File: config.mk
export PLATFORM = sky130hd
export DESIGN_NAME = fetch_ctrl
export DESIGN_NICKNAME = d
export VERILOG_FILES = /design/src/rtl/fetch_ctrl.sv
export SDC_FILE = /design/constraint.sdc
export NUM_CORES = 1
export LEC_CHECK = 0
export ABC_AREA = 1
export CAP_MARGIN = 10
export CORE_AREA = 8 8 117 141
export CTS_CLUSTER_SIZE = 16
export DETAILED_ROUTE_END_ITERATION = 8
export DIE_AREA = 0 0 125 149
export MAX_ROUTING_LAYER = met4
export PLACE_DENSITY = 0.85
export SLEW_MARGIN = 5
export SYNTH_ARGS = -nofsm -noshare
export SYNTH_HDL_FRONTEND = slang
export SYNTH_SLANG_ARGS = --single-unit
export TNS_END_PERCENT = 20
File: constraint.sdc
create_clock -name clk -period 5.75 [get_ports clk]
set_clock_uncertainty 0.2 [all_clocks]
set_input_delay 1.725 -clock clk [delete_from_list [all_inputs] [get_ports clk]]
set_output_delay 1.725 -clock clk [all_outputs]
set_load 0.01 [all_outputs]
File: src/rtl/fetch_ctrl.sv
// ---------------------------------------------------------------------------
// fetch_ctrl
// Instruction-fetch sequencer. It owns the fetch PC, issues one request at a
// time on an SRAM-like instruction port, and presents each fetched
// instruction to decode with a valid/allowin handshake. Exception, eret and
// branch redirects retarget the fetch PC. Any in-flight fetch that a redirect
// makes stale is dropped when its data comes back.
//
// Ports:
//   clk, rst        core clock, synchronous active-high reset
//   inst_req        request to the instruction port (held until addr_ok)
//   inst_addr       request address (stable while inst_req=1)
//   inst_addr_ok    request accepted this cycle
//   inst_data_ok    read data returned this cycle
//   inst_rdata      returned instruction word
//   exc_valid       redirect to EXC_VEC (highest priority)
//   eret_valid      redirect to epc
//   epc             eret target
//   br_taken        redirect to br_target (lowest priority)
//   br_target       branch/jump target
//   id_allowin      decode accepts the presented instruction
//   if_valid        if_pc/if_inst valid toward decode
//   if_pc, if_inst  presented PC and instruction
//   fetch_pc        next-fetch PC register
// ---------------------------------------------------------------------------
module fetch_ctrl #(
   parameter int                 WIDTH    = 32,
   parameter logic [WIDTH-1:0]   RESET_PC = 32'hbfc0_0000,
   parameter logic [WIDTH-1:0]   EXC_VEC  = 32'hbfc0_0380
) (
   input  logic             clk,
   input  logic             rst,
   output logic             inst_req,
   output logic [WIDTH-1:0] inst_addr,
   input  logic             inst_addr_ok,
   input  logic             inst_data_ok,
   input  logic [WIDTH-1:0] inst_rdata,
   input  logic             exc_valid,
   input  logic             eret_valid,
   input  logic [WIDTH-1:0] epc,
   input  logic             br_taken,
   input  logic [WIDTH-1:0] br_target,
   input  logic             id_allowin,
   output logic             if_valid,
   output logic [WIDTH-1:0] if_pc,
   output logic [WIDTH-1:0] if_inst,
   output logic [WIDTH-1:0] fetch_pc
);

   typedef enum logic [1:0] {
      IDLE  = 2'd0,
      REQ   = 2'd1,
      WAIT  = 2'd2,
      VALID = 2'd3
   } state_t;

   localparam logic [WIDTH-1:0] PC_STEP = WIDTH'(3'd4);

   state_t           state_r;
   state_t           state_next_s;
   logic [WIDTH-1:0] fetch_pc_r;
   logic [WIDTH-1:0] req_addr_r;
   logic             stale_r;
   logic [WIDTH-1:0] if_pc_r;
   logic [WIDTH-1:0] if_inst_r;

   logic             redirect_s;
   logic [WIDTH-1:0] target_s;
   logic             capture_s;
   logic             enter_req_s;

   // Redirect detection and priority select of the redirect target
   always_comb begin
      redirect_s = exc_valid | eret_valid | br_taken;
      if (exc_valid) begin
         target_s = EXC_VEC;
      end else if (eret_valid) begin
         target_s = epc;
      end else if (br_taken) begin
         target_s = br_target;
      end else begin
         target_s = fetch_pc_r;
      end
   end

   // State register
   always_ff @(posedge clk) begin
      if (rst) begin
         state_r <= IDLE;
      end else begin
         state_r <= state_next_s;
      end
   end

   // Next-state logic
   always_comb begin
      state_next_s = state_r;
      case (state_r)
         IDLE: begin
            state_next_s = REQ;
         end
         REQ: begin
            if (inst_addr_ok) begin
               state_next_s = WAIT;
            end else begin
               state_next_s = REQ;
            end
         end
         WAIT: begin
            if (inst_data_ok) begin
               // Returned data is usable only when no redirect has touched it
               if (stale_r || redirect_s) begin
                  state_next_s = REQ;
               end else begin
                  state_next_s = VALID;
               end
            end else begin
               state_next_s = WAIT;
            end
         end
         VALID: begin
            if (redirect_s || id_allowin) begin
               state_next_s = REQ;
            end else begin
               state_next_s = VALID;
            end
         end
         default: begin
            state_next_s = IDLE;
         end
      endcase
   end

   // Output decode from the state register
   always_comb begin
      inst_req  = (state_r == REQ);
      inst_addr = req_addr_r;
      if_valid  = (state_r == VALID);
      if_pc     = if_pc_r;
      if_inst   = if_inst_r;
      fetch_pc  = fetch_pc_r;
   end

   // Capture strobe and REQ-entry strobe for the datapath
   always_comb begin
      capture_s   = (state_r == WAIT) && inst_data_ok && !stale_r && !redirect_s;
      enter_req_s = (state_r != REQ) && (state_next_s == REQ);
   end

   // Fetch PC, request address, stale flag and presented instruction
   always_ff @(posedge clk) begin
      if (rst) begin
         fetch_pc_r <= RESET_PC;
         req_addr_r <= RESET_PC;
         stale_r    <= 1'b0;
         if_pc_r    <= RESET_PC;
         if_inst_r  <= '0;
      end else begin
         if (redirect_s) begin
            fetch_pc_r <= target_s;
         end else if (capture_s) begin
            fetch_pc_r <= req_addr_r + PC_STEP;
         end else begin
            fetch_pc_r <= fetch_pc_r;
         end

         // A new request always starts from the up-to-date fetch PC,
         // which on a redirect cycle is the redirect target itself.
         if (enter_req_s) begin
            req_addr_r <= redirect_s ? target_s : fetch_pc_r;
         end else begin
            req_addr_r <= req_addr_r;
         end

         // Stale marks an accepted-or-pending request whose data must be
         // dropped; it is cleared when that data finally returns.
         case (state_r)
            REQ: begin
               if (redirect_s) begin
                  stale_r <= 1'b1;
               end else begin
                  stale_r <= stale_r;
               end
            end
            WAIT: begin
               if (inst_data_ok) begin
                  stale_r <= 1'b0;
               end else if (redirect_s) begin
                  stale_r <= 1'b1;
               end else begin
                  stale_r <= stale_r;
               end
            end
            default: begin
               stale_r <= stale_r;
            end
         endcase

         if (capture_s) begin
            if_pc_r   <= req_addr_r;
            if_inst_r <= inst_rdata;
         end else begin
            if_pc_r   <= if_pc_r;
            if_inst_r <= if_inst_r;
         end
      end
   end

endmodule

==> summary.txt, run 1 <==
Synth
  – Syn Std Cell Area: 6950 µm²
  – Main combinational cell family by area after synthesis: simple AND/OR/NAND/NOR gates
  – Complex-gate fraction of the synthesized area: 0.195
  – Seq/Total Area, Yosys: 0.378
  – Post-synth top cells: 269 x nand2_1, 197 x nor2_1, 140 x o21ai_0, 131 x dfxtp_1, 76 x a21oi_1
  – Synth Register Bits: 131
  – Synthesized instance count: 1092
  – Xor-xnor portion of the synthesized cell area: 0.00757
  – Synth area leader: dfxtp_1
  – Synth top area share: 0.378
  – Multiplexer share of the synthesized area: 0
  – Post-Syn Nets: 1201
  – EDFF count, synth: 0
  – Ys async rst share: 0
  – Synth unique cells: 29
  – Synth warn: 0
  – Simple-Gate Fraction of Synth Area: 0.328
  – Synth top area cells: dfxtp_1 38%, nand2_1 15%, nor2_1 11%
  – Most frequent cell after synthesis: nand2_1
  – Avg Cell Area, Syn: 6.36 µm²
  – Top FF cell, synth: dfxtp_1
  – Adder-Cell Fraction of Synth Area: 0.00901

Detailed routing
  – Pre-antenna DRT Iters: 5
  – Drt wl/cell: 17.0 µm
  – Top Metal Used: met4
  – Metal2 WL: 11.6 mm
  – Vias/cell: 5.48
  – DRT Wirelength: 25.0 mm
  – DRT iter0 DRCs: 794
  – Remaining antenna violation count: 0
  – Total number of vias: 8044
  – WL met3: 2.49 mm
  – Met1 WL: 10.2 mm
  – Residual DRC: 0

Critical path
  – Worst setup SP type: input pin
  – Reg2reg setup slack: 3.18 ns
  – Top fanout value on the critical path: 45
  – Worst Path Arrival: 4.39 ns
  – Worst EP required: 5.82 ns
  – CP Class: in2reg
  – Critical Path End Type: flop

Floorplanning
  – Die ar.: 18600 µm²
  – Ports: 234
  – Core ar.: 14200 µm²
  – Initial Util: 0.490
  – Die W: 125 µm
  – DIE HEIGHT: 149 µm
  – Rows: 48

Power and ir drop
  – Leakage power total: 4.27 nW
  – Worst VDD drop: 0.203 mV
  – P_sw: 0.763 mW
  – Clock power frac: 0.407
  – Flop pwr share: 0.397
  – Sw frac: 0.292
  – Total Power: 2.61 mW
  – Pwr dens: 266 nW/µm²
  – P_int: 1.85 mW
  – Logic gate share of total power: 0.196

Finish
  – Final #Nets: 1390
  – Area taken by multi-input logic gates: 3750 µm²
  – Final instance area: 9810 µm²
  – Area delta synth->final: 41.3%
  – FF/Latch Area: 2620 µm²
  – Layout cells sized above 1: 0.0510
  – N_diodes: 0
  – # fillers: 1226

Clock network
  – H-tree Lvls: 4
  – Root Buffer: clkbuf_16
  – Clock sink count: 131
  – Worst-path clk slew: 0.06 ns
  – Max clock buf depth: 2
  – Setup bufs post-CTS: 0
  – Post-CTS Resized: 0
  – CTS buffer count: 17
  – CTS tree: yes
  – Hold Buf Count CTS: 0
  – Worst skew pair latency: 0.42 ns

Run
  – # Max-Cap Violations: 0

STA
  – Final hold viol count: 0
  – Fin Setup TNS: 0 ns
  – Worst slew pin tran: 1.04 ns
  – Fmax: 0.231 GHz
  – RSZ-0062 raised after global routing: false
  – Slew headroom: 0.305
  – Slew Viols, Final: 0
  – Count of final setup violators: 0
  – Tmin final: 4.32 ns
  – Period utilisation layout: 0.751
  – Hold_ws: 0.273 ns

Global routing
  – Initial antenna violation count: 0
  – GRT Overall Usage: 0.269
  – Overflow after GRT: 0
  – Largest net degree at the start of global routing: 74
  – Vias in the first global route: 7564
  – First-pass GRT wire length: 39.5 mm

Run status
  – Status: complete, no violations

Placed design
  – Post-place instance area: 9230 µm²
  – HPWL Detailed: 18.4 mm
  – IO buf count: 233
  – RD Place Congestion: 0.959

Worst hold path
  – Worst Hold Class: reg2reg
flip-flops by register name (all words and copies together), names as in the netlist:
register / cells
fetch_pc: 32
if_inst: 32
if_pc: 32
inst_addr: 32
stale_r: 1
state_r: 2
stage by stage:
| stage | utilization | instances | setup WS [ns] |
|---|---|---|---|
| global route | 0.692 | 1469 | 1.24 |
| finish | 0.692 | 1469 | 1.43 |
| global placement | 0.651 | 1437 | 1.15 |
| floorplan | - | 1092 | 2.60 |
| detailed placement | 0.651 | 1437 | 1.07 |
| CTS | 0.692 | 1469 | 1.51 |
cell usage in the layout (no fill, tap or decap), types with 17 or more instances in the layout:
cell and n:
nor2_1 197, clkbuf_16 17, inv_1 59, o21ai_0 140, dfxtp_1 131, o211ai_1 18
a21oi_1 76, nand2_1 269, clkdlybuf4s50_1 233, nand3_1 71
power by group through the flow:
stage | sequential, mW | clock, mW | combinational, mW
after CTS | 1.03 | 1.07 | 0.509
after floorplan | 1.05 | 0 | 0.251
after global routing | 1.04 | 1.12 | 0.561
final | 1.04 | 1.06 | 0.513
after detailed placement | 1.05 | 0 | 0.506
after global placement | 1.05 | 0 | 0.498
area by class of cell:
cell class                 instances  area share
clock buffer                      19      0.0451
clock inverter                    13      0.0139
inverter                          64      0.0246
multi-input combinational        826       0.382
sequential                       131       0.267
tap                              175      0.0223
timing repair buffer             241       0.245
cells by family (layout without fill, tap and decap cells):
kind of cell    Yosys count  count (layout)
xor+xnor                  6               6
simple gates            560             560
fa+ha+maj                 5               5
flops                   131             131
compound gates          255             255
buf+inv                 135             337
worst max-delay path, stage by stage:
cell and delay (ns):
clkdlybuf4s50_1 0.73, nor3_4 0.31, inv_2 0.22, nor2_4 0.48, inv_2 0.42, or2_2 0.38, nand2_1 0.07, nand2_1 0.04
routing by layer:
metal | global-route usage | vias to the layer above
met1 | 0.321 | 3591
li1 | - | 3928
met2 | 0.427 | 464
met3 | 0.0662 | 61
met5 | - | -
met4 | 0.113 | 0
final timing paths:
| path | from | to | cells past startpoint |
|---|---|---|---|
| max | exc_valid | fetch_pc[23] | 8 |
| min | if_pc[29] | if_pc[29] | 2 |
| max reg2reg | state_r[0] | fetch_pc[23] | 9 |
| min reg2reg | if_pc[29] | if_pc[29] | 2 |
No activity file was read; power rests on OpenSTA's default activity.
==> inputs of run 2 (changes only) <==
- CORE_AREA: 8 8 117 141 -> 8 8 122 146
- DIE_AREA: 0 0 125 149 -> 0 0 130 154
- PLACE_DENSITY: 0.85 -> 0.79
- clock period: 5.75 -> 4.25 ns (I/O delays scaled with it)
==> run 2 against run 1 <==
Clock power rose by 54%. Core utilization fell by 4.5 points. Die area rose by 7.5%. Critical endpoint is now inst_addr[18]. Register-to-register slack got worse by 1.4 ns. Cell count rose by 2.8%. Cell area rose by 1.9%. Sequential cell count did not move. Via count fell by 1.7%. Largest cell class unchanged.
==> summary.txt, run 2 (synthesized netlist as in run 1, its figures left out) <==
Clock network
  – Worst skew pair latency: 0.42 ns (about the same)
  – CTS tree: yes
  – H-tree Lvls: 4 (unchanged)
  – CTS buffer count: 17 (unchanged)
  – Post-CTS Resized: 0 (unchanged)
  – Worst-path clk slew: 0.06 ns (about the same)
  – Setup bufs post-CTS: 0 (unchanged)
  – Root Buffer: clkbuf_16
  – Clock sink count: 131 (unchanged)
  – Max clock buf depth: 2 (unchanged)
  – Hold Buf Count CTS: 0 (unchanged)

Worst hold path
  – Hold wc startpoint: if_pc[22]
  – WHS Path Cells: 2 (unchanged)
  – Worst Hold Class: reg2reg
  – Endpoint, Worst Hold: if_pc[22]

Placed design
  – HPWL Detailed: 18.4 mm (+0.23%)
  – IO buf count: 233 (unchanged)
  – RD Place Congestion: 0.920 (-4.1%)
  – Post-place instance area: 9350 µm² (+1.2%)

Finish
  – Most frequent cells in the layout: 269 x nand2_1, 233 x clkdlybuf4s50_1, 197 x nor2_1, 140 x o21ai_0, 131 x dfxtp_1
  – Layout cells sized above 1: 0.0576 (+0.00660)
  – Final #Nets: 1398 (+0.58%)
  – Area taken by multi-input logic gates: 3750 µm² (unchanged)
  – N_diodes: 0 (unchanged)
  – Final instance area: 10000 µm² (+1.9%)
  – # fillers: 1451 (+18%)
  – Most common cell after layout, fill and taps aside: nand2_1
  – FF/Latch Area: 2620 µm² (unchanged)
  – Area delta synth->final: 44.0%

Power and ir drop
  – P_sw: 1.05 mW (+38%)
  – Logic gate share of total power: 0.190 (-0.006)
  – Flop pwr share: 0.374 (-0.023)
  – Clock power frac: 0.436 (+0.029)
  – Leakage power total: 4.34 nW (+1.6%)
  – P_int: 2.68 mW (+45%)
  – Worst VDD drop: 0.257 mV (+26%)
  – Pwr dens: 373 nW/µm² (+40%)
  – Sw frac: 0.282 (-0.0101)

STA
  – Final hold viol count: 0 (unchanged)
  – Fmax: 0.313 GHz
  – Fin Setup TNS: 0 ns (unchanged)
  – Slew headroom: 0.333 (+0.0274)
  – Tmin final: 3.19 ns
  – RSZ-0062 raised after global routing: false
  – Worst slew pin tran: 1.00 ns (-0.0395 ns)
  – Count of final setup violators: 0 (unchanged)
  – Slew Viols, Final: 0 (unchanged)
  – Hold_ws: 0.272 ns (-0.00104 ns)
  – Period utilisation layout: 0.751

Critical path
  – CP Class: in2reg
  – Crit path largest cell delay: 0.54 ns (-0.19 ns)
  – Most frequent CP cell: nand2_1
  – Worst r2r dst: fetch_pc[16]
  – Worst Path Arrival: 3.31 ns (-1.08 ns)
  – Reg2reg path depth: 9 (unchanged)
  – Worst setup SP type: input pin
  – Worst path cell trace: clkdlybuf4s50_1, nor3_4, a21boi_0, nand2_1, nand2_1, buf_4, nand3_1, nand2_1, nor2_1
  – R2r startpoint: inst_addr[2]
  – Worst EP required: 4.37 ns (-1.45 ns)
  – Top fanout value on the critical path: 47 (+4.4%)
  – Reg2reg setup slack: 1.77 ns (-1.41 ns)
  – Critical Path End Type: flop
  – CP max-delay cell: clkdlybuf4s50_1

Floorplanning
  – Die W: 130 µm (+4.0%)
  – Initial Util: 0.449 (-0.0406)
  – Core ar.: 15500 µm² (+9.0%)
  – Rows: 50 (+4.2%)
  – DIE HEIGHT: 154 µm (+3.4%)
  – Die ar.: 20000 µm² (+7.5%)
  – Ports: 234 (unchanged)

Detailed routing
  – Drt wl/cell: 16.6 µm (-2.2%)
  – DRT Wirelength: 25.1 mm (+0.57%)
  – Vias/cell: 5.24 (-4.3%)
  – Residual DRC: 0 (unchanged)
  – Pre-antenna DRT Iters: 5 (unchanged)
  – DRT iter0 DRCs: 754 (-5.0%)
  – Total number of vias: 7909 (-1.7%)
  – Remaining antenna violation count: 0 (unchanged)

Global routing
  – Vias in the first global route: 7528 (-0.48%)
  – Overflow after GRT: 0 (unchanged)
  – Largest net degree at the start of global routing: 131 (+77%)
  – First-pass GRT wire length: 39.4 mm (-0.38%)
  – Initial antenna violation count: 0 (unchanged)
  – GRT Overall Usage: 0.254 (-0.0148)

Run status
  – Status: complete, no violations

Run
  – # Max-Cap Violations: 0 (unchanged)
run 2: per-layer routing:
metal / global-route usage / share of wire / vias to the layer above
met5: - / 0 / -
met4: 0.0976 / 0.025 / 0
met3: 0.0529 / 0.079 / 42
met2: 0.402 / 0.47 / 358
met1: 0.310 / 0.42 / 3568
li1: - / - / 3941
run 2: stage by stage:
stage	worst slack [ns]	instances	utilization	total power, mW
2_1_floorplan	1.55	1092	-	1.76
3_3_place_gp	0.704	1478	0.605	2.12
3_5_place_dp	0.623	1478	0.605	2.12
4_1_cts	1.06	1510	0.647	3.75
5_1_grt	0.900	1510	0.647	3.89
6_report	1.06	1510	0.647	3.73
run 2: area by class of cell:
| class | count | area share |
|---|---|---|
| tap | 208 | 0.0260 |
| clock buffer | 17 | 0.0425 |
| sequential | 131 | 0.262 |
| clock inverter | 15 | 0.0230 |
| multi-input combinational | 826 | 0.374 |
| inverter | 64 | 0.0241 |
| timing repair buffer | 249 | 0.248 |
run 2: critical path, delay by kind of cell:
kind / cells / cell delay, ns
AOI/OAI and AO/OA: 1 / 0.16
buffers and inverters: 2 / 1.05
and+or+nand+nor: 6 / 0.78
run 2: power groups by stage:
stage                     registers, mW  logic [mW]  clock network [mW]
after CTS                          1.39       0.708                1.65
after floorplan                    1.42       0.340                   0
final                              1.40       0.710                1.63
after global routing               1.41       0.778                1.70
after global placement             1.42       0.697                   0
after detailed placement           1.42       0.703                   0
run 2: worst max-delay path by stage:
stage                from             to  slack [ns]
2_1_floorplan  eret_valid  inst_addr[22]        1.55
3_3_place_gp   eret_valid    fetch_pc[2]        0.70
3_5_place_dp   eret_valid      if_pc[29]        0.62
4_1_cts        eret_valid      if_pc[29]        1.06
5_1_grt        eret_valid  inst_addr[19]        0.90
6_report       eret_valid  inst_addr[18]        1.06
==> inputs of run 3 (changes only) <==
- CORE_AREA: 8 8 122 146 -> 8 8 127 152
- DIE_AREA: 0 0 130 154 -> 0 0 135 160
- PLACE_DENSITY: 0.79 -> 0.77
- clock period: 4.25 -> 2.7 ns (I/O delays scaled with it)
==> run 3 against run 2 <==
Count of clock-buffer cells in the layout rose by 1. Cell count is 2.5% higher. Via count is 2.0% higher. Wire length rose by 2.1%. Core utilization fell by 3.4 points. Critical endpoint is now inst_addr[7]. Critical path depth decreased by 8. Sequential power is 57% higher.
==> summary.txt, run 3 (synthesized netlist as in run 1, its figures left out) <==
Placed design
  – Dpl cells: 1515 (+2.5%)
  – IO buf count: 233 (unchanged)
  – RD Place Congestion: 0.924 (+0.42%)
  – Post-place instance area: 9680 µm² (+3.5%)
  – HPWL Detailed: 19.5 mm (+5.8%)

Global routing
  – First-pass GRT wire length: 40.0 mm (+1.6%)
  – Vias in the first global route: 7692 (+2.2%)
  – GRT Overall Usage: 0.237 (-0.0173)
  – Overflow after GRT: 0 (unchanged)
  – Largest net degree at the start of global routing: 67 (-49%)
  – Initial antenna violation count: 0 (unchanged)

STA
  – Final hold viol count: 0 (unchanged)
  – Count of final setup violators: 0 (unchanged)
  – Fmax: 0.376 GHz
  – Slew Viols, Final: 0 (unchanged)
  – RSZ-0062 raised after global routing: false
  – Period utilisation layout: 0.985
  – Slew headroom: 0.702 (+0.370)
  – Worst slew pin tran: 0.446 ns (-0.555 ns)
  – Tmin final: 2.66 ns

Critical path
  – Top fanout value on the critical path: 6 (-87%)
  – Critical Path End Type: output pin
  – Worst EP required: 1.69 ns (-2.68 ns)
  – Worst Path Arrival: 1.65 ns (-1.66 ns)
  – Reg2reg setup slack: 0.46 ns (-1.31 ns)
  – Crit path largest cell delay: 0.64 ns (+0.10 ns)
  – Worst setup SP type: flop
  – Worst path cell trace: clkdlybuf4s50_1
  – R2r startpoint: inst_addr[3]
  – Crit path max-delay family: buffers and inverters
  – CP Class: reg2out
  – CP max-delay cell: clkdlybuf4s50_1
  – Worst Path Buf+Inv: 1 (-1)
  – Worst r2r dst: fetch_pc[16]
  – Reg2reg path depth: 9 (unchanged)

Detailed routing
  – Pre-antenna DRT Iters: 5 (unchanged)
  – Remaining antenna violation count: 0 (unchanged)
  – Residual DRC: 0 (unchanged)
  – Vias/cell: 5.21 (-0.44%)
  – Total number of vias: 8067 (+2.0%)
  – DRT iter0 DRCs: 689 (-8.6%)
  – Drt wl/cell: 16.6 µm (-0.30%)
  – DRT Wirelength: 25.7 mm (+2.1%)

Clock network
  – Root Buffer: clkbuf_16
  – CTS buffer count: 17 (unchanged)
  – CTS tree: yes
  – Clock sink count: 131 (unchanged)
  – Setup bufs post-CTS: 0 (unchanged)
  – Worst-path clk slew: 0.06 ns (about the same)
  – Post-CTS Resized: 0 (unchanged)
  – Worst skew pair latency: 0.42 ns (about the same)
  – H-tree Lvls: 4 (unchanged)
  – Hold Buf Count CTS: 0 (unchanged)
  – Max clock buf depth: 2 (unchanged)

Finish
  – Filler-free cell count of the finished design: 1547 (+2.5%)
  – Layout cells sized above 1: 0.0774 (+0.0198)
  – Final instance area: 10300 µm² (+2.9%)
  – Most frequent cells in the layout: 269 x nand2_1, 233 x clkdlybuf4s50_1, 197 x nor2_1, 140 x o21ai_0, 131 x dfxtp_1
  – FF/Latch Area: 2620 µm² (unchanged)
  – Area taken by multi-input logic gates: 3750 µm² (unchanged)
  – Most common cell after layout, fill and taps aside: nand2_1
  – N_diodes: 0 (unchanged)
  – Final #Nets: 1427 (+2.1%)
  – # fillers: 1588 (+9.4%)
  – Area delta synth->final: 48.2%

Worst hold path
  – Endpoint, Worst Hold: if_pc[28]
  – Hold wc startpoint: if_pc[28]
  – WHS Path Cells: 2 (unchanged)
  – Worst Hold Class: reg2reg

Floorplanning
  – Die W: 135 µm (+3.8%)
  – Core ar.: 16800 µm² (+8.6%)
  – Die ar.: 21600 µm² (+7.9%)
  – Rows: 52 (+4.0%)
  – DIE HEIGHT: 160 µm (+3.9%)
  – Ports: 234 (unchanged)
  – Initial Util: 0.414 (-0.0357)

Run
  – # Max-Cap Violations: 0 (unchanged)

Run status
  – Status: complete, no violations

Power and ir drop
  – Leakage power total: 4.50 nW (+3.9%)
  – Worst VDD drop: 0.442 mV (+72%)
  – Pwr dens: 562 nW/µm² (+51%)
## run 3: worst max-delay path by stage
stage	startpoint	cells past startpoint	to	slack (ns)
finish	inst_addr[7]	1	inst_addr[7]	0.04
floorplan	eret_valid	11	inst_addr[22]	0.46
CTS	inst_addr[7]	1	inst_addr[7]	0.03
global route	inst_addr[4]	1	inst_addr[4]	0.03
global placement	eret_valid	11	inst_addr[25]	-0.02
detailed placement	eret_valid	11	inst_addr[23]	-0.09
## run 3: layout make-up
class,count,share of cell area
multi-input combinational,826,0.364
timing repair buffer,278,0.272
sequential,131,0.255
clock buffer,18,0.0417
tap,216,0.0263
inverter,64,0.0235
clock inverter,14,0.0182
## run 3: per-stage QoR
stage / setup slack (ns) / utilization / hold WS (ns) / total power [mW] / setup TNS, ns
floorplan: 0.463 / - / 0.309 / 2.77 / 0
global placement: -0.0232 / 0.576 / 0.257 / 3.38 / -0.193
detailed placement: -0.0907 / 0.576 / 0.265 / 3.39 / -1.86
CTS: 0.0254 / 0.613 / 0.280 / 5.82 / 0
global route: 0.0258 / 0.613 / 0.304 / 6.03 / 0
finish: 0.0399 / 0.613 / 0.274 / 5.79 / 0
## run 3: power by group
| group | internal [mW] | switching, mW |
|---|---|---|
| combinational | 0.568 | 0.592 |
| clock | 1.54 | 0.886 |
| sequential | 2.04 | 0.161 |
## run 3: routing by layer
layer	GRT usage	wire length, µm	share of wire
met2	0.378	12100	0.47
met3	0.0546	2000	0.078
met5	-	0	0
met1	0.286	10900	0.42
met4	0.0830	614	0.024
